File: config.mk
export PLATFORM = sky130hd
export DESIGN_NAME = con_burst_reader
export DESIGN_NICKNAME = d
export VERILOG_FILES = /design/src/rtl/con_burst_reader.sv
export SDC_FILE = /design/constraint.sdc
export NUM_CORES = 1
export LEC_CHECK = 0
export CELL_PAD_IN_SITES_DETAIL_PLACEMENT = 1
export CELL_PAD_IN_SITES_GLOBAL_PLACEMENT = 1
export CORE_AREA = 5 5 79 110
export CTS_BUF_LIST = sky130_fd_sc_hd__clkbuf_8
export DETAILED_ROUTE_END_ITERATION = 7
export DIE_AREA = 0 0 84 115
export PLACE_DENSITY = 0.83
export SETUP_SLACK_MARGIN = 0.2
export SYNTH_ARGS = -nofsm -noshare
export SYNTH_HDL_FRONTEND = slang
export SYNTH_SLANG_ARGS = --single-unit
File: constraint.sdc
create_clock -name CON_CLK -period 4.4 [get_ports CON_CLK]
set_input_delay 0.88 -clock CON_CLK [delete_from_list [all_inputs] [get_ports CON_CLK]]
set_output_delay 0.88 -clock CON_CLK [all_outputs]
set_load 0.01 [all_outputs]
File: src/rtl/con_burst_reader.sv
// con_burst_reader: reads one burst of words from a FIFO, spacing the read strobes,
// and checks each captured word against an incrementing pattern while summing a checksum.
module con_burst_reader #(
    parameter int P_DATA_WIDTH = 8,
    parameter int P_MAX_BURST  = 1024,
    parameter int P_RD_IDLE    = 1,
    localparam int LW          = $clog2(P_MAX_BURST + 1)
) (
    input  logic                    CON_CLK,
    input  logic                    I_RST,
    input  logic                    I_START,
    input  logic [LW-1:0]           I_BURST_LEN,
    input  logic                    I_EMPTY,
    input  logic [P_DATA_WIDTH-1:0] I_RD_DATA,
    output logic                    O_RD_EN,
    output logic                    O_BUSY,
    output logic                    O_DONE,
    output logic [LW-1:0]           O_WORD_CNT,
    output logic [LW-1:0]           O_ERR_CNT,
    output logic [P_DATA_WIDTH-1:0] O_CHECKSUM
);
    localparam int DW       = P_DATA_WIDTH;
    localparam int GW       = (P_RD_IDLE > 1) ? $clog2(P_RD_IDLE) : 1;
    localparam int GAP_LAST = (P_RD_IDLE > 0) ? (P_RD_IDLE - 1) : 0;
    localparam logic [LW-1:0] MAX_LEN = LW'(P_MAX_BURST);

    typedef enum logic [2:0] {
        ST_IDLE  = 3'd0,
        ST_READ  = 3'd1,
        ST_GAP   = 3'd2,
        ST_DRAIN = 3'd3,
        ST_DONE  = 3'd4
    } state_t;

    state_t          state_r;
    state_t          state_next_s;
    logic [LW-1:0]   len_r;
    logic [LW-1:0]   issued_r;
    logic [GW-1:0]   gap_cnt_r;
    logic            cap_r;
    logic [LW-1:0]   word_cnt_r;
    logic [LW-1:0]   err_cnt_r;
    logic [DW-1:0]   checksum_r;

    logic            rd_en_s;
    logic            start_ok_s;
    logic            last_s;
    logic [LW-1:0]   len_clamp_s;
    logic [DW-1:0]   expected_s;

    assign len_clamp_s = (I_BURST_LEN > MAX_LEN) ? MAX_LEN : I_BURST_LEN;
    assign start_ok_s  = (state_r == ST_IDLE) && I_START;
    assign rd_en_s     = (state_r == ST_READ) && !I_EMPTY && !I_RST;
    assign last_s      = ((issued_r + LW'(1)) == len_r);
    // The pattern index is the number of words already captured in this burst.
    assign expected_s  = DW'(word_cnt_r) + DW'(1);

    assign O_RD_EN    = rd_en_s;
    assign O_BUSY     = (state_r != ST_IDLE);
    assign O_DONE     = (state_r == ST_DONE);
    assign O_WORD_CNT = word_cnt_r;
    assign O_ERR_CNT  = err_cnt_r;
    assign O_CHECKSUM = checksum_r;

    // Next-state decode for the burst sequencer.
    always_comb begin
        state_next_s = state_r;
        case (state_r)
            ST_IDLE: begin
                if (I_START) begin
                    if (len_clamp_s == {LW{1'b0}}) begin
                        state_next_s = ST_DONE;
                    end else begin
                        state_next_s = ST_READ;
                    end
                end else begin
                    state_next_s = ST_IDLE;
                end
            end
            ST_READ: begin
                if (rd_en_s) begin
                    if (last_s) begin
                        state_next_s = ST_DRAIN;
                    end else if (P_RD_IDLE > 0) begin
                        state_next_s = ST_GAP;
                    end else begin
                        state_next_s = ST_READ;
                    end
                end else begin
                    state_next_s = ST_READ;
                end
            end
            ST_GAP: begin
                if (gap_cnt_r == GW'(GAP_LAST)) begin
                    state_next_s = ST_READ;
                end else begin
                    state_next_s = ST_GAP;
                end
            end
            ST_DRAIN: state_next_s = ST_DONE;
            ST_DONE:  state_next_s = ST_IDLE;
            default:  state_next_s = ST_IDLE;
        endcase
    end

    // Sequencer state register.
    always_ff @(posedge CON_CLK) begin
        if (I_RST) begin
            state_r <= ST_IDLE;
        end else begin
            state_r <= state_next_s;
        end
    end

    // Burst bookkeeping and capture of the word returned after each strobe.
    always_ff @(posedge CON_CLK) begin
        if (I_RST) begin
            len_r      <= {LW{1'b0}};
            issued_r   <= {LW{1'b0}};
            gap_cnt_r  <= {GW{1'b0}};
            cap_r      <= 1'b0;
            word_cnt_r <= {LW{1'b0}};
            err_cnt_r  <= {LW{1'b0}};
            checksum_r <= {DW{1'b0}};
        end else begin
            cap_r <= rd_en_s;
            if (state_r == ST_GAP) begin
                gap_cnt_r <= gap_cnt_r + GW'(1);
            end else begin
                gap_cnt_r <= {GW{1'b0}};
            end
            if (start_ok_s) begin
                len_r      <= len_clamp_s;
                issued_r   <= {LW{1'b0}};
                word_cnt_r <= {LW{1'b0}};
                err_cnt_r  <= {LW{1'b0}};
                checksum_r <= {DW{1'b0}};
            end else begin
                if (rd_en_s) begin
                    issued_r <= issued_r + LW'(1);
                end
                // Capture is keyed only on the delayed strobe, so DRAIN needs no special case.
                if (cap_r) begin
                    word_cnt_r <= word_cnt_r + LW'(1);
                    checksum_r <= checksum_r + I_RD_DATA;
                    if (I_RD_DATA != expected_s) begin
                        err_cnt_r <= err_cnt_r + LW'(1);
                    end
                end
            end
        end
    end
endmodule

==> out/qor.txt, run 1 <==
FF+latch area - 1141 um^2
first-pass GRT wire length - 14770 um
final WL - 8932 um
proportion of synthesized area in mux cells - 0.03429
R2R setup slack - 1650 ps
nets - 454
Final Cycle Share - 0.8356
1st-pass router iterations - 5
Clock transition at path regs - 60 ps
final setup vio count - 0
starting density of the core - 0.4220
post-synthesis async set-or-reset flop share - 0
RSZ-0062 raised after global routing - false
DP HPWL - 6551 um
Synth Flop Type - dfxtp_1
largest net degree at the start of global routing - 39
Post-Synth Simple-Gate Area - 0.2498
min Tclk post-route - 3676 ps
Setup Skew - 11.63 ps
part of the Yosys area used for sequential elements - 0.3554
arrival time worst endpoint - 2800 ps
delay of the slowest critical-path stage - 580 ps
slowest CP cell - clkdlybuf4s50_1
largest family of logic cells by synthesized area - simple AND/OR/NAND/NOR gates
Max Clk Rate - 272.0 MHz
n_diodes - 0
Finished Layout Cells - 525
Netlist cell types - 56
Cells after DPL - 509
Tot Pwr - 1.166 mW
maximum vdd drop - 0.2091 mV
Mapped Area - 3211 um^2
Pleak - 1.436 nW
total CTS buffers - 9
CTS tree - done
area grow syn2layout - 24.43%
grt ovf - 0
die height - 115 um
worst skew pair latency - 350 ps
initial antenna violation count - 0
CTS Hold Bufs - 0
number of global-route vias before repair - 3173
syn_area_per_cell - 8.677 um^2
gr usage total - 0.1905
Max Root-Sink Buffers - 2
gpl congestion - 0.8401
post-route ant nets - 0
layout cells sized above 1 - 0.06353
final worst setup slack - 723.5 ps
EDFF count, synth - 0
adder-cell share of the synthesized area - 0.04521
worst hold slack - 487.1 ps
Remaining DRCs - 0
H-tree levels - 3
critical path type - input pin to output port
outcome - completed
CP dominant cell by count - clkdlybuf4s50_1
DRT iter0 DRCs - 71
CP Cell Sequence - clkdlybuf4s50_1, nor4_1, nor2b_1, clkdlybuf4s50_1
dpl ws - 725.6 ps
fill count - 929
Post-Syn Nets - 404
XOR/XNOR Fraction of Synth Area - 0.1419
final hold viol count - 0
Worst Path Max Fanout - 11
synth warn - 0
die span in x - 84 um
port bufs - 55
Post-CTS Repair Setup Buffers - 0
Final TNS setup - 0 ps
Core Area - 7607 um^2
Least-Margin Pin Slew - 972.3 ps
max cap viols - 0
Hold WC Path Type - register to register
post-synthesis cell count - 370
vias per cell - 5.579
clk sinks - 57
Via Count - 2929
routed length per instance - 17.01 um
max_slew headroom - 0.3509
clock root cell - clkbuf_8
CTS resizes - 0
number of synthesized register bits - 57
# IOs - 56
compound-gate portion of the synthesized area - 0.1298
pwr dens - 291.9 nW/um^2
Die Area - 9660 um^2
Core Rows - 38
CP required - 3520 ps
crit start category - input pin
area of the multi-input gates - 1929 um^2
fin. max-slew vios - 0
crit end category - output port
==> layout by cell type (no fill, tap or decap), drive strengths merged, types with 8 or more instances in the layout <==
cell,synthesis,layout
a21oi,17,17
a22o,9,9
clkbuf,5,12
clkdlybuf4s50,0,55
dfxtp,57,57
ha,10,10
inv,9,11
mux2i,11,11
nand2,25,25
nand3,17,17
nand4,14,14
nor2,49,49
nor3,8,8
o21ai,9,9
xnor2,21,21
xor2,31,31
==> cell type report <==
class	instances	share of cell area
timing repair buffer	56	0.1397
clock inverter	4	0.01065
tap	100	0.03132
clock buffer	12	0.04134
multi-input combinational	287	0.4829
sequential	57	0.2856
inverter	9	0.008456
==> state kept, by name, indices dropped and copies added (netlist names) <==
signal and cells:
state_r 3, O_ERR_CNT 11, cap_r 1, O_WORD_CNT 11, len_r 11, issued_r 11, O_CHECKSUM 8, gap_cnt_r 1
==> through the flow <==
step | cell area [um^2] | utilization
after floorplan | 3211 | -
after global placement | 3787 | 0.4979
after detailed placement | 3787 | 0.4979
after CTS | 3995 | 0.5252
after global routing | 3995 | 0.5252
final | 3995 | 0.5252
==> cells in the mapped netlist, drive strengths merged, types with 4 or more instances <==
master	n	area share
xnor2	21	0.057
o31ai	4	0.0094
clkbuf	5	0.0058
buf	12	0.027
nor2b	5	0.0097
o21ai	9	0.014
nand3b	5	0.012
nor4	4	0.0097
and3	5	0.011
nor2	49	0.057
xor2	31	0.085
nand4	14	0.027
nor3	8	0.012
ha	10	0.039
a22o	9	0.025
mux2i	11	0.034
dfxtp	57	0.36
nand2	25	0.029
a21oi	17	0.026
nand3	17	0.030
inv	9	0.011
a211oi	4	0.0094
==> power breakdown <==
group	switching [mW]	leakage, nW	internal [mW]
registers	0.0126	0.461	0.525
logic	0.0570	0.861	0.0543
clock network	0.214	0.115	0.303
total	0.284	1.44	0.882
==> logic make-up after synthesis <==
kind of cell / after synthesis
compound gates: 59
xor+xnor: 52
fa+ha+maj: 11
buf+inv: 26
flops: 57
mux: 11
simple gates: 154
==> final timing paths <==
path                                    start  cells past startpoint             to
worst min register to register  O_ERR_CNT[10]                      2  O_ERR_CNT[10]
worst max-delay path                    I_RST                      4        O_RD_EN
worst max register to register  O_WORD_CNT[0]                      8   O_ERR_CNT[9]
worst min-delay path            O_ERR_CNT[10]                      2  O_ERR_CNT[10]
==> critical path: cells and delay by family <==
| family | cells | cell delay, ps |
|---|---|---|
| AND/OR/NAND/NOR | 2 | 760 |
| buffers and inverters | 2 | 1150 |
==> layer usage <==
layer,track usage,routed length (um),vias to the layer above
li1,-,-,1407
met1,0.1799,3358,1422
met2,0.3760,4940,72
met3,0.05018,359,28
met4,0.09227,272,0
met5,0,0,-
No activity file was read; power rests on OpenSTA's default activity.
==> inputs of run 2 (changes only) <==
CORE_AREA = 5 5 81 113   (was 5 5 79 110)
DIE_AREA = 0 0 86 118   (was 0 0 84 115)
PLACE_DENSITY = 0.79   (was 0.83)
clock period = 3.65 ns   (was 4.4 ns; I/O delays follow)
==> out/qor.txt, run 2 (synthesis results as in run 1) <==
outcome - completed
GRT met2 Usage - 0.3123
commonest cells after routing, fill and taps aside - 57 x dfxtp_1, 55 x clkdlybuf4s50_1, 49 x nor2_1
Final TNS setup - 0 ps
delay of the slowest critical-path stage - 600 ps
critical hold path startpoint - O_ERR_CNT[10]
Setup Skew - 12.89 ps
Via Count - 2884
CP dominant cell by count - clkdlybuf4s50_1
Pleak - 1.458 nW
CP required - 2920 ps
grt ovf - 0
routed length per instance - 15.37 um
area grow syn2layout - 25.53%
crit start category - input pin
final WL - 8177 um
Hold EP - O_ERR_CNT[10]
cells on worst reg2reg path - 8
CP Cell Sequence - clkdlybuf4s50_1, nor4_1, nor2b_1, clkdlybuf4s50_1
die height - 118 um
final hold viol count - 0
post-route ant nets - 0
Worst Path Max Fanout - 2
clock root cell - clkbuf_8
starting density of the core - 0.3988
max cap viols - 0
DRT iter0 DRCs - 115
final instance area - 4030 um^2
first-pass GRT wire length - 13960 um
CTS Hold Bufs - 0
gr usage total - 0.1709
RR Endpoint - O_ERR_CNT[10]
crit end category - output port
commonest non-fill, non-tap cell in the layout - dfxtp_1
slowest CP cell - clkdlybuf4s50_1
Core Area - 8051 um^2
Post-CTS Repair Setup Buffers - 0
Core Rows - 39
number of global-route vias before repair - 2986
CTS resizes - 0
Remaining DRCs - 0
final setup vio count - 0
vias per cell - 5.421
reg-to-reg critical path startpoint - O_WORD_CNT[0]
Internal Power - 1.047 mW
fin. max-slew vios - 0
total CTS buffers - 9
Final Cycle Share - 0.8402
Comb pwr share - 0.103
arrival time worst endpoint - 2340 ps
initial antenna violation count - 0
layout cells sized above 1 - 0.07674
port bufs - 55
1st-pass router iterations - 4
Clock power frac - 0.431
min Tclk post-route - 3067 ps
Switching Share - 0.2427
Hold WC Path Type - register to register
Net Switching - 0.3356 mW
Placement Cell Area - 3835 um^2
R2R setup slack - 990 ps
met1 GRT Util - 0.1825
Max Clk Rate - 326.1 MHz
H-tree levels - 3
largest net degree at the start of global routing - 28
hold depth - 2
nets - 460
maximum vdd drop - 0.2061 mV
RSZ-0062 raised after global routing - false
Max Root-Sink Buffers - 2
CTS tree - done
clk sinks - 57
DP HPWL - 6125 um
die span in x - 86 um
worst skew pair latency - 340 ps
global route hottest layer - met2
gpl congestion - 0.8329
pwr dens - 343.2 nW/um^2
n_diodes - 0
max_slew headroom - 0.5596
Clock transition at path regs - 70 ps
met3 Use GR - 0.03571
Die Area - 10150 um^2
Seq pwr share - 0.466
# IOs - 56
critical path type - input pin to output port
Least-Margin Pin Slew - 660.6 ps
run 2: area by class of cell:
cell class	instances	area, um^2
Timing Repair Buffer	62	603.1
Sequential cell	57	1141
Clock inverter	4	43.79
Inverter	9	33.78
Fill cell	960	4021
Multi-Input combinational cell	287	1929
Tap cell	102	127.6
Clock buffer	11	151.4
run 2: worst max-delay path, delay by kind of cell:
kind                   cells  cell delay, ps
buffers and inverters      2            1020
and+or+nand+nor            2             590
run 2: metal layers:
metal	vias to the layer above	wire length (um)
li1	1414	-
met2	54	4352
met4	0	158
met3	13	313
met5	-	0
met1	1403	3352
run 2: how the worst max path moves through the flow:
stage | slack [ps] | from | to | cells past startpoint
after CTS | 550 | I_RST | O_RD_EN | 4
after global placement | 570 | I_RST | O_RD_EN | 4
after detailed placement | 550 | I_RST | O_RD_EN | 4
final | 580 | I_RST | O_RD_EN | 4
after global routing | 480 | I_RST | O_RD_EN | 4
after floorplan | 1310 | O_WORD_CNT[0] | O_ERR_CNT[10] | 9
run 2: stage by stage:
step           worst slack (ps)  power [mW]  hold slack, ps  instances    util
2_1_floorplan              1310      0.7366           469.7        370       -
3_3_place_gp              568.3      0.7979           464.0        517  0.4763
3_5_place_dp              553.8      0.8016           481.9        517  0.4763
4_1_cts                   549.2       1.401           493.0        532  0.5005
5_1_grt                   479.4       1.450           518.1        532  0.5005
6_report                  583.4       1.383           483.0        532  0.5005
run 2: power by group through the flow:
stage | registers, mW | logic, mW | clock network [mW]
after global placement | 0.658 | 0.140 | 0
after floorplan | 0.656 | 0.0809 | 0
after global routing | 0.646 | 0.157 | 0.647
after detailed placement | 0.658 | 0.143 | 0
final | 0.644 | 0.142 | 0.597
after CTS | 0.644 | 0.144 | 0.613
